File: config.mk
export PLATFORM = sky130hd
export DESIGN_NAME = fir_axis_out_flat
export DESIGN_NICKNAME = d
export VERILOG_FILES = /design/src/rtl/fir_axis_pkg.sv /design/src/rtl/fir_axis_out_if.sv /design/src/rtl/fir_axis_skid.sv /design/src/rtl/fir_axis_out.sv /design/src/flat_wrapper.sv
export SDC_FILE = /design/constraint.sdc
export NUM_CORES = 1
export LEC_CHECK = 0
export BUFFER_PORTS_ARGS = -buffer_cell sky130_fd_sc_hd__buf_2
export CAP_MARGIN = 5
export CORE_ASPECT_RATIO = 1.25
export CORE_MARGIN = 8
export CORE_UTILIZATION = 55
export CTS_CLUSTER_DIAMETER = 50
export DETAILED_ROUTE_END_ITERATION = 8
export PLACE_DENSITY = 0.81
export SYNTH_ARGS = -nofsm -noshare
export SYNTH_HDL_FRONTEND = slang
export SYNTH_SLANG_ARGS = --single-unit
File: constraint.sdc
create_clock -name clk -period 4.35 [get_ports clk]
set_clock_uncertainty 0.05 [all_clocks]
set_input_delay 0.6525 -clock clk [delete_from_list [all_inputs] [get_ports clk]]
set_output_delay 0.6525 -clock clk [all_outputs]
set_load 0.05 [all_outputs]
File: src/rtl/fir_axis_pkg.sv
// -----------------------------------------------------------------------------
// fir_axis_pkg
// Shared types and defaults for the FIR output drain stage.
//   state_t      : drain FSM states
//   buf_entry_t  : one output-buffer slot at the default data width
//   LEN_W_DEF    : default width of the transfer length / beat counters
//   WIDTH_DEF    : default data width (matches the FIR output FIFO)
// -----------------------------------------------------------------------------
package fir_axis_pkg;

    localparam int LEN_W_DEF = 16;
    localparam int WIDTH_DEF = 32;

    typedef enum logic [1:0] {
        IDLE   = 2'd0,
        STREAM = 2'd1,
        DONE   = 2'd2
    } state_t;

    typedef struct packed {
        logic [WIDTH_DEF-1:0] data;
        logic                 last;
    } buf_entry_t;

endpackage

File: src/rtl/fir_axis_out_if.sv
// -----------------------------------------------------------------------------
// fir_axis_out_if
// Bundles the control, FIFO-side and AXI-Stream signals of the drain stage.
//   Control : ap_start, cfg_len (in)  / ap_idle, ap_done (out)
//   FIFO    : fifo_empty, fifo_data (in) / fifo_r_ready (out, pop request)
//   AXIS    : m_axis_tready (in) / m_axis_tvalid, m_axis_tdata, m_axis_tlast
// Modport master is the drain stage; modport slave is its environment.
// -----------------------------------------------------------------------------
interface fir_axis_out_if
    import fir_axis_pkg::*;
#(
    parameter int WIDTH = WIDTH_DEF,
    parameter int LEN_W = LEN_W_DEF
);

    logic             ap_start;
    logic [LEN_W-1:0] cfg_len;
    logic             ap_idle;
    logic             ap_done;

    logic             fifo_empty;
    logic             fifo_r_ready;
    logic [WIDTH-1:0] fifo_data;

    logic             m_axis_tvalid;
    logic             m_axis_tready;
    logic [WIDTH-1:0] m_axis_tdata;
    logic             m_axis_tlast;

    modport master (
        input  ap_start,
        input  cfg_len,
        output ap_idle,
        output ap_done,
        input  fifo_empty,
        input  fifo_data,
        output fifo_r_ready,
        output m_axis_tvalid,
        input  m_axis_tready,
        output m_axis_tdata,
        output m_axis_tlast
    );

    modport slave (
        output ap_start,
        output cfg_len,
        input  ap_idle,
        input  ap_done,
        output fifo_empty,
        output fifo_data,
        input  fifo_r_ready,
        input  m_axis_tvalid,
        output m_axis_tready,
        input  m_axis_tdata,
        input  m_axis_tlast
    );

endinterface

File: src/rtl/fir_axis_skid.sv
// -----------------------------------------------------------------------------
// fir_axis_skid
// Two-entry in-order buffer between the FIFO pop and the AXI-Stream output.
// The producer decides whether it may push from o_count alone (registered),
// so the downstream ready never reaches the FIFO pop logic.
//   clk, rst      : clock, asynchronous active-high reset
//   i_push        : write i_push_entry at the tail (only when o_count < 2)
//   i_push_entry  : entry to store
//   i_pop         : drop the head entry (only when o_count != 0)
//   o_head        : current head entry (stale contents when empty)
//   o_count       : number of valid entries, 0..2
// -----------------------------------------------------------------------------
module fir_axis_skid
    import fir_axis_pkg::*;
#(
    parameter type entry_t = buf_entry_t
) (
    input  logic       clk,
    input  logic       rst,
    input  logic       i_push,
    input  entry_t     i_push_entry,
    input  logic       i_pop,
    output entry_t     o_head,
    output logic [1:0] o_count
);

    entry_t     r_mem [2];
    logic       r_head;
    logic [1:0] r_count;
    logic       w_tail;

    // With at most two entries the tail is the head slot when empty and the
    // other slot when one entry is held; a push never happens when full.
    assign w_tail = r_head ^ r_count[0];

    always_ff @(posedge clk or posedge rst) begin
        if (rst) begin
            r_mem[0] <= '0;
            r_mem[1] <= '0;
            r_head   <= 1'b0;
            r_count  <= 2'd0;
        end else begin
            if (i_push) begin
                r_mem[w_tail] <= i_push_entry;
            end
            if (i_pop) begin
                r_head <= ~r_head;
            end
            case ({i_push, i_pop})
                2'b10:   r_count <= r_count + 2'd1;
                2'b01:   r_count <= r_count - 2'd1;
                default: r_count <= r_count;
            endcase
        end
    end

    assign o_head  = r_mem[r_head];
    assign o_count = r_count;

endmodule

File: src/rtl/fir_axis_out.sv
// -----------------------------------------------------------------------------
// fir_axis_out
// Drain stage of the FIR output FIFO: pops result words and streams them as
// an AXI-Stream master, marking the final beat of each transfer with tlast
// and pulsing ap_done when the final beat has been accepted.
//   clk     : clock, rising edge
//   rst     : asynchronous active-high reset
//   io_bus  : fir_axis_out_if.master
//             ap_start/cfg_len/ap_idle/ap_done  - control handshake
//             fifo_empty/fifo_data/fifo_r_ready - FIFO read port
//             m_axis_tvalid/tready/tdata/tlast  - AXI-Stream output
//
// state  | meaning
// -------+----------------------------------------------------------------
// IDLE   | waiting for ap_start; ap_idle high
// STREAM | popping up to len words and streaming them out
// DONE   | one-cycle ap_done pulse, then back to IDLE
// -----------------------------------------------------------------------------
module fir_axis_out
    import fir_axis_pkg::*;
#(
    parameter int WIDTH = WIDTH_DEF,
    parameter int LEN_W = LEN_W_DEF
) (
    input  logic           clk,
    input  logic           rst,
    fir_axis_out_if.master io_bus
);

    typedef struct packed {
        logic [WIDTH-1:0] data;
        logic             last;
    } entry_t;

    state_t           r_state;
    state_t           w_state_nxt;
    logic [LEN_W-1:0] r_len;
    logic [LEN_W-1:0] r_pop_cnt;
    logic [LEN_W-1:0] r_out_cnt;

    logic             w_start;
    logic             w_pop;
    logic             w_tvalid;
    logic             w_hs;
    entry_t           w_push_entry;
    entry_t           w_head;
    logic [1:0]       w_buf_cnt;

    assign w_start  = (r_state == IDLE) && io_bus.ap_start;
    assign w_tvalid = (w_buf_cnt != 2'd0);
    assign w_hs     = w_tvalid && io_bus.m_axis_tready;

    // Pop decision only looks at registered state and the FIFO status, so
    // m_axis_tready has no combinational path to the FIFO read port.
    assign w_pop = (r_state == STREAM) && !io_bus.fifo_empty &&
                   (r_pop_cnt != r_len) && (w_buf_cnt != 2'd2);

    always_comb begin
        w_push_entry      = '0;
        w_push_entry.data = io_bus.fifo_data;
        w_push_entry.last = (r_pop_cnt == (r_len - LEN_W'(1)));
    end

    fir_axis_skid #(
        .entry_t (entry_t)
    ) u_skid (
        .clk          (clk),
        .rst          (rst),
        .i_push       (w_pop),
        .i_push_entry (w_push_entry),
        .i_pop        (w_hs),
        .o_head       (w_head),
        .o_count      (w_buf_cnt)
    );

    always_ff @(posedge clk or posedge rst) begin
        if (rst) begin
            r_state <= IDLE;
        end else begin
            r_state <= w_state_nxt;
        end
    end

    always_comb begin
        w_state_nxt = r_state;
        case (r_state)
            IDLE: begin
                if (io_bus.ap_start) begin
                    w_state_nxt = (io_bus.cfg_len != '0) ? STREAM : DONE;
                end
            end
            STREAM: begin
                if (w_hs && w_head.last) begin
                    w_state_nxt = DONE;
                end
            end
            DONE:    w_state_nxt = IDLE;
            default: w_state_nxt = IDLE;
        endcase
    end

    always_ff @(posedge clk or posedge rst) begin
        if (rst) begin
            r_len     <= '0;
            r_pop_cnt <= '0;
            r_out_cnt <= '0;
        end else if (w_start) begin
            r_len     <= io_bus.cfg_len;
            r_pop_cnt <= '0;
            r_out_cnt <= '0;
        end else begin
            if (w_pop) begin
                r_pop_cnt <= r_pop_cnt + LEN_W'(1);
            end
            if (w_hs) begin
                r_out_cnt <= r_out_cnt + LEN_W'(1);
            end
        end
    end

    assign io_bus.ap_idle       = (r_state == IDLE);
    assign io_bus.ap_done       = (r_state == DONE);
    assign io_bus.fifo_r_ready  = w_pop;
    assign io_bus.m_axis_tvalid = w_tvalid;
    assign io_bus.m_axis_tdata  = w_head.data;
    // A drained buffer still holds the previous final entry; keep tlast low
    // whenever nothing is being presented.
    assign io_bus.m_axis_tlast  = w_head.last && w_tvalid;

endmodule

File: src/flat_wrapper.sv
// flat-port wrapper written by rule: the top's interface ports become plain ports
module fir_axis_out_flat import fir_axis_pkg::*;
#(
    parameter int WIDTH = WIDTH_DEF,
    parameter int LEN_W = LEN_W_DEF
)
  (clk, rst, io_bus_ap_start, io_bus_cfg_len, io_bus_ap_idle, io_bus_ap_done, io_bus_fifo_empty, io_bus_fifo_data, io_bus_fifo_r_ready, io_bus_m_axis_tvalid, io_bus_m_axis_tready, io_bus_m_axis_tdata, io_bus_m_axis_tlast);
  fir_axis_out_if #(.WIDTH(WIDTH), .LEN_W(LEN_W)) io_bus_i ();
  input  logic clk;
  input  logic rst;
  input wire logic [$bits(io_bus_i.ap_start)-1:0] io_bus_ap_start;
  input wire logic [$bits(io_bus_i.cfg_len)-1:0] io_bus_cfg_len;
  output wire logic [$bits(io_bus_i.ap_idle)-1:0] io_bus_ap_idle;
  output wire logic [$bits(io_bus_i.ap_done)-1:0] io_bus_ap_done;
  input wire logic [$bits(io_bus_i.fifo_empty)-1:0] io_bus_fifo_empty;
  input wire logic [$bits(io_bus_i.fifo_data)-1:0] io_bus_fifo_data;
  output wire logic [$bits(io_bus_i.fifo_r_ready)-1:0] io_bus_fifo_r_ready;
  output wire logic [$bits(io_bus_i.m_axis_tvalid)-1:0] io_bus_m_axis_tvalid;
  input wire logic [$bits(io_bus_i.m_axis_tready)-1:0] io_bus_m_axis_tready;
  output wire logic [$bits(io_bus_i.m_axis_tdata)-1:0] io_bus_m_axis_tdata;
  output wire logic [$bits(io_bus_i.m_axis_tlast)-1:0] io_bus_m_axis_tlast;
  assign io_bus_i.ap_start = io_bus_ap_start;
  assign io_bus_i.cfg_len = io_bus_cfg_len;
  assign io_bus_ap_idle = io_bus_i.ap_idle;
  assign io_bus_ap_done = io_bus_i.ap_done;
  assign io_bus_i.fifo_empty = io_bus_fifo_empty;
  assign io_bus_i.fifo_data = io_bus_fifo_data;
  assign io_bus_fifo_r_ready = io_bus_i.fifo_r_ready;
  assign io_bus_m_axis_tvalid = io_bus_i.m_axis_tvalid;
  assign io_bus_i.m_axis_tready = io_bus_m_axis_tready;
  assign io_bus_m_axis_tdata = io_bus_i.m_axis_tdata;
  assign io_bus_m_axis_tlast = io_bus_i.m_axis_tlast;
  fir_axis_out #(.WIDTH(WIDTH), .LEN_W(LEN_W)) u_core (.clk(clk), .rst(rst), .io_bus(io_bus_i));
endmodule
==> results of run 1 <==
[metal layers]
metal	part of all wire (%)	up-vias	GRT usage, %
met5	0	-	0
met4	1.9	0	7.58
met3	4.4	17	4.07
met2	52	107	32.3
met1	42	1916	20.8
li1	-	1783	-
[layout by cell type, fill, tap and decap left out, types with 5 or more instances in the layout]
cell / netlist / layout
a21oi_1: 16 / 16
buf_4: 2 / 5
nor2_1: 24 / 24
nand4_1: 7 / 7
nor4_1: 7 / 7
mux2_4: 28 / 28
o21ai_0: 14 / 14
or3_1: 11 / 11
dfrtp_1: 103 / 103
buf_2: 6 / 89
xnor2_1: 20 / 20
and4_1: 5 / 5
xor2_1: 14 / 14
nand2_1: 9 / 9
nand3_1: 9 / 9
mux2_2: 82 / 82
clkbuf_16: 0 / 9
inv_1: 11 / 10
[sequential cells by signal, indices dropped and copies added, names as in the netlist]
register	cells
u_core.r_len	16
u_core.r_state	2
u_core.u_skid.r_mem	66
u_core.u_skid.o_count	2
u_core.r_pop_cnt	16
u_core.u_skid.r_head	1
[power breakdown]
part / switching (mW) / total, mW / leakage, nW / internal (mW)
combinational: 1.80 / 3.10 / 1.32 / 1.30
sequential: 0.372 / 1.76 / 1.25 / 1.39
clock: 0.364 / 0.834 / 0.151 / 0.470
[layout make-up]
class | instances | area [um^2]
clock buffers | 10 | 239
clock inverters | 6 | 72.6
fillers | 748 | 3400
inverters | 11 | 43.8
multi-input cells | 309 | 2680
flip-flops and latches | 103 | 2580
well taps | 126 | 158
repair buffers | 94 | 483
[stage by stage]
step | hold WS (ns) | util (%) | total power, mW
after global routing | 0.466 | 64.8 | 6.01
final | 0.452 | 64.8 | 5.69
after global placement | 0.427 | 61.6 | 4.77
after floorplan | 0.410 | - | 4.32
after detailed placement | 0.441 | 61.6 | 4.88
after CTS | 0.451 | 64.8 | 5.73
[worst max-delay path, cell delays in order (launching register included)]
cell     delay, ns
dfrtp_1       0.41
xnor2_1       0.46
nand4_1       0.15
nor4_1        0.52
a21oi_1       0.30
buf_2         0.28
[path summary, 6_finish.rpt]
path | slack, ns | to | startpoint
setup / recovery | 1.17 | io_bus_fifo_r_ready | u_core.r_len[14]$_DFFE_PP0P_
hold / removal | 0.45 | u_core.r_state[0]$_DFFE_PP0P_ | u_core.r_state[1]$_DFFE_PP0P_
setup reg to reg | 1.51 | u_core.r_pop_cnt[6]$_DFFE_PP0P_ | u_core.r_len[2]$_DFFE_PP0P_
hold reg to reg | 0.45 | u_core.r_state[0]$_DFFE_PP0P_ | u_core.r_state[1]$_DFFE_PP0P_
max in group asynchronous | 2.84 | u_core.u_skid.r_head$_DFFE_PP0P_ | rst
min in group asynchronous | 0.46 | u_core.u_skid.r_mem[60]$_DFFE_PP0P_ | rst
[cell families (layout without fill, tap and decap cells)]
kind of cell	after synthesis	count (layout)	synth area share, %
flip-flops	103	103	47.1
buffers and inverters	36	121	3.93
multiplexers	112	112	24.9
XOR/XNOR	35	35	5.74
AND/OR/NAND/NOR	102	102	10.9
AO/OA/AOI/OAI	57	57	6.68
adder cells (fa/ha/maj)	3	3	0.686
==> summary.txt, run 1 <==
Run status
  – Outcome: completed

Clock tree
  – CTS tree: done
  – Clock root cell: clkbuf_16
  – Clock sinks: ~100
  – Total CTS buffers: 9
  – Number of H-tree levels: 3
  – Worst skew pair latency: 0.34 ns
  – CTS max path bufs: 2
  – Post_cts resized: 0
  – Hold Buf Count CTS: 0
  – Setup Buffers After CTS: 0
  – Reg clk slew, reported paths: 0.07 ns

Yosys
  – Cell area after synthesis: 5470 um^2
  – Library cells used by synthesis: 58
  – Syn_area_per_cell: roughly 12 um^2
  – Synth area leaders: dfrtp_1, mux2_2, mux2_4, xnor2_1, xor2_1
  – Ys Warns: 0
  – Post-Synthesis Net Count: ~500
  – Post-Synthesis Cells: roughly 450
  – Number of synthesized flops with an enable pin: 0
  – Seq/Total Area, Yosys: between 40% and 50%
  – Synth Register Bits: 103
  – Top post-synthesis cells by count: dfrtp_1, mux2_2, mux2_4
  – Synth top area share: a little under half
  – Synth async-reset ratio: between 90% and 100%
  – Ys flop type: dfrtp_1
  – Synth area leader: dfrtp_1
  – Most common cell in the synthesized netlist: dfrtp_1

Placement
  – I/O Buffers: between 80 and 90
  – Post-Place Cells: between 600 and 700
  – Post-Place Worst Slack: between 1.5 and 2 ns
  – Detail Placement HPWL: between 8 and 9 mm
  – Dpl cell area: a little under 6000 um^2
  – RePlAce Congestion: ~0.91

Setup path
  – Crit. End Element: primary output
  – Reg2Reg Depth: 6
  – WP data required: 3.65 ns
  – Worst-path fanout max: 6
  – Critical path class: reg2out
  – WP data arrival: about 2.5 ns
  – Setup crit start kind: register

Timing
  – Post-layout min period: approximately 3.2 ns
  – Fin. Hold Viols: 0
  – Max-slew violations: 0
  – Final worst path period share: around three quarters
  – Fmax: ~310 MHz
  – Setup_tns: 0 ns
  – Setup ws final: between 1 and 1.5 ns
  – Rel. slew slack: 20.1%
  – Count of final setup violators: 0
  – RSZ-0062 raised after global routing: false
  – Worst slew pin tran: between 1 and 1.5 ns

Detailed routing
  – Via count: about 3.8k
  – First DRT Iteration DRCs: approximately 130
  – # DRC: 0
  – Final antenna-violating net count: 0
  – Final wirelength: about 12 mm
  – Routed len/inst: around 18 um
  – Vias per cell: 5.80
  – Initial DRT Pass Iterations: 5

Global route
  – Largest net degree at the start of global routing: 78
  – Vias in the first global route: between 4k and 5k
  – First-pass GRT wire length: roughly 20 mm
  – Global Route Usage Sum: between 10% and 20%
  – Congestion Overflow GR: 0
  – Initial antenna violation count: 0

Finish
  – Final Instance Count excl. Fillers: approximately 660
  – Final nets: 584
  – Finished Cell Area: 6260 um^2
  – Area Growth Syn to Fin: 14.4%
  – Ratio of cells with drive above 1 in the final layout: between 40% and 50%
  – Ant diodes: 0

Floorplanning
  – IO Pins: 90
  – Core Box Area: 9660 um^2
  – Die Wd: 105 um
  – Floorplan row count: 40
  – Die area: around 13000 um^2
  – Die H: between 100 and 150 um
  – Initial Utilization: roughly 57%

Power and ir drop
  – Peak supply drop: approximately 0.00039 V
  – LEAKAGE: roughly 2.7 nW
  – PwrDens: around 910 nW/um^2

Worst hold path
  – Hold Path Class: reg2reg
  – Worst hold path cell count: 1

Job
  – Max-Cap Viols: 0
(Power assumes the default switching activity.)
==> run 2, diff against run 1 <==
--- a/config.mk
+++ b/config.mk
@@ -9,10 +9,10 @@
 export CAP_MARGIN = 5
 export CORE_ASPECT_RATIO = 1.25
 export CORE_MARGIN = 8
-export CORE_UTILIZATION = 55
+export CORE_UTILIZATION = 51
 export CTS_CLUSTER_DIAMETER = 50
 export DETAILED_ROUTE_END_ITERATION = 8
-export PLACE_DENSITY = 0.81
+export PLACE_DENSITY = 0.79
 export SYNTH_ARGS = -nofsm -noshare
 export SYNTH_HDL_FRONTEND = slang
 export SYNTH_SLANG_ARGS = --single-unit
==> constraint.sdc (replaced) <==
create_clock -name clk -period 2.6 [get_ports clk]
set_clock_uncertainty 0.05 [all_clocks]
set_input_delay 0.39 -clock clk [delete_from_list [all_inputs] [get_ports clk]]
set_output_delay 0.39 -clock clk [all_outputs]
set_load 0.05 [all_outputs]
==> run 2 against run 1 <==
Total power increased by 72%; final area increased by 3.1%; critical path depth rose by 3; routed wire length grew 1.5%; final cell count grew 2.9%; sequential power rose by 66%.
==> summary.txt, run 2 (synthesis gave the netlist of run 1 again) <==
Finish
  – Most flops, register: u_core.u_skid.r_mem
  – Final Instance Count excl. Fillers: between 600 and 700
  – Final nets: slightly below 600
  – Finished Cell Area: ~6400 um^2
  – Commonest non-fill, non-tap cells in the layout: dfrtp_1, buf_2, mux2_2
  – Largest register FFs: 66
  – Ant diodes: 0
  – Most common cell after layout, fill and taps aside: dfrtp_1
  – Ratio of cells with drive above 1 in the final layout: 45.6%
  – Area Growth Syn to Fin: 17.9%
  – Top Registers: u_core.u_skid.r_mem (66), u_core.r_len (16), u_core.r_pop_cnt (16)
  – Post-layout util: slightly above 60%

Floorplanning
  – IO Pins: 90
  – Die H: ~130 um
  – Die Wd: between 100 and 150 um
  – Die area: 14300 um^2
  – Floorplan row count: 42
  – Core Box Area: roughly 11000 um^2
  – Initial Utilization: 52.0%

Setup path
  – CP Cell Sequence: inv_1, ha_1, or4b_2, nor2_1, xnor2_1, nand4_1, or4_1, o22ai_1
  – Slowest CP cell: or4b_2
  – CP bufs+invs: 1
  – Worst-path fanout max: 6
  – WP data required: 2.82 ns
  – WP data arrival: roughly 2.7 ns
  – Critical path class: reg2reg
  – Top Family by Delay on Critical Path: simple AND/OR/NAND/NOR gates
  – Setup crit start kind: register
  – CP peak stage delay: between 0.6 and 0.7 ns
  – Crit. End Element: register

Detailed routing
  – First DRT Iteration DRCs: roughly 160
  – Wl on met1: 5.04 mm
  – Met3 Wirelength: 686 um
  – Routed len/inst: approximately 18 um
  – Uppermost layer routed: met4
  – Initial DRT Pass Iterations: 4
  – Vias per cell: around 5.7
  – Met2 WL post-DR: 6.10 mm
  – Final antenna-violating net count: 0
  – Via count: a little under 4k
  – # DRC: 0
  – Final wirelength: 12.1 mm

Job
  – Max-Cap Viols: 0

Run status
  – Outcome: completed

Clock tree
  – Number of H-tree levels: 3
  – CTS max path bufs: 2
  – Setup Buffers After CTS: 0
  – Clock root cell: clkbuf_16
  – Reg clk slew, reported paths: approximately 0.070 ns
  – Clock sinks: between 100 and 150
  – Worst skew pair latency: ~0.35 ns
  – CTS tree: done
  – Total CTS buffers: 9

Timing
  – Max-slew violations: 0
  – Fin. Hold Viols: 0
  – Worst slew pin tran: 0.627 ns
  – Rel. slew slack: between 50% and 60%
  – Hold Slack: 0.219 ns
  – Post-layout min period: about 2.5 ns
  – Final worst path period share: 95.8%
  – Fmax: roughly 400 MHz
  – Count of final setup violators: 0

Global route
  – Vias in the first global route: 4248
  – Largest net degree at the start of global routing: about 90
  – Global Route Usage Sum: ~18%
  – Initial antenna violation count: 0
  – Congestion Overflow GR: 0
  – First-pass GRT wire length: between 20 and 25 mm

Placement
  – Post-Place Cells: 661
  – I/O Buffers: 89
  – Detail Placement HPWL: roughly 8.8 mm
  – Dpl cell area: roughly 6000 um^2
  – RePlAce Congestion: 0.948

Power and ir drop
  – Reg power frac: 29.8%
  – Int Power: 5.51 mW
  – Power, Total: 9.79 mW
  – Combinational share of power: between 50% and 60%
  – Clock power frac: between 10% and 20%
  – Peak supply drop: ~0.00055 V
  – Sw Ratio: a little over two fifths
  – LEAKAGE: ~2.8 nW
  – Switching power: around 4.3 mW
  – PwrDens: approximately 1500 nW/um^2

Worst hold path
  – Hold Path Class: in2reg
run 2: cell count changes in the layout (fill, tap and decap cells not counted), sizes merged:
| cell | change |
|---|---|
| buf | +12 |
| clkinvlp | +1 |
| bufinv | +1 |
| dlygate4sd3 | +1 |
| inv | -3 |
| clkbuf | +1 |
run 2: power groups by stage:
| stage | clock, mW | sequential, mW | combinational (mW) |
|---|---|---|---|
| floorplan | 0 | 2.69 | 4.54 |
| global placement | 0 | 2.87 | 5.27 |
| detailed placement | 0 | 2.93 | 5.38 |
| CTS | 1.52 | 2.91 | 5.42 |
| global route | 1.59 | 3.01 | 5.74 |
| finish | 1.48 | 2.92 | 5.39 |
run 2: area by class of cell:
class,count,area [um^2]
inverters,11,45.0
clock buffers,11,243
clock inverters,5,87.6
fillers,826,4060
repair buffers,107,621
flip-flops and latches,103,2580
multi-input cells,309,2710
well taps,132,165
run 2: worst paths after layout:
check	startpoint	to	slack [ns]	cells past startpoint
setup / recovery	u_core.r_len[1]$_DFFE_PP0P_	u_core.u_skid.r_mem[0]$_DFFE_PP0P_	0.11	8
hold / removal	io_bus_cfg_len[0]	u_core.r_len[0]$_DFFE_PP0P_	0.22	3
setup reg to reg	u_core.r_len[1]$_DFFE_PP0P_	u_core.u_skid.r_mem[0]$_DFFE_PP0P_	0.11	8
hold reg to reg	u_core.u_skid.r_mem[18]$_DFFE_PP0P_	u_core.u_skid.r_mem[18]$_DFFE_PP0P_	0.45	1
max in group asynchronous	rst	u_core.r_len[13]$_DFFE_PP0P_	1.20	4
min in group asynchronous	rst	u_core.u_skid.r_mem[41]$_DFFE_PP0P_	0.52	3
run 2: stage by stage:
step | setup slack, ns | TNS [ns]
after floorplan | 0.114 | 0
after global placement | 0.187 | 0
after detailed placement | 0.117 | 0
after CTS | 0.0252 | 0
after global routing | -0.0197 | -0.0309
final | 0.110 | 0
run 2: worst register-to-register path, stage by stage (launching register included):
cell	delay, ns
dfrtp_1	0.44
inv_1	0.10
ha_1	0.16
or4b_2	0.62
nor2_1	0.15
xnor2_1	0.13
nand4_1	0.08
or4_1	0.54
o22ai_1	0.15
run 2: repair_timing:
action / 4_1_cts / 5_1_grt
hold buffers: 1 / 0
setup endpoints to repair: 1 / 2
hold endpoints to repair: 16 / 0
gates cloned: 0 / 0
gates resized for setup: 1 / 4
run 2: routing by layer:
layer | GRT usage, % | vias up
met5 | 0 | -
li1 | - | 1814
met2 | 29.6 | 105
met3 | 3.82 | 23
met4 | 6.56 | 0
met1 | 21.3 | 1951
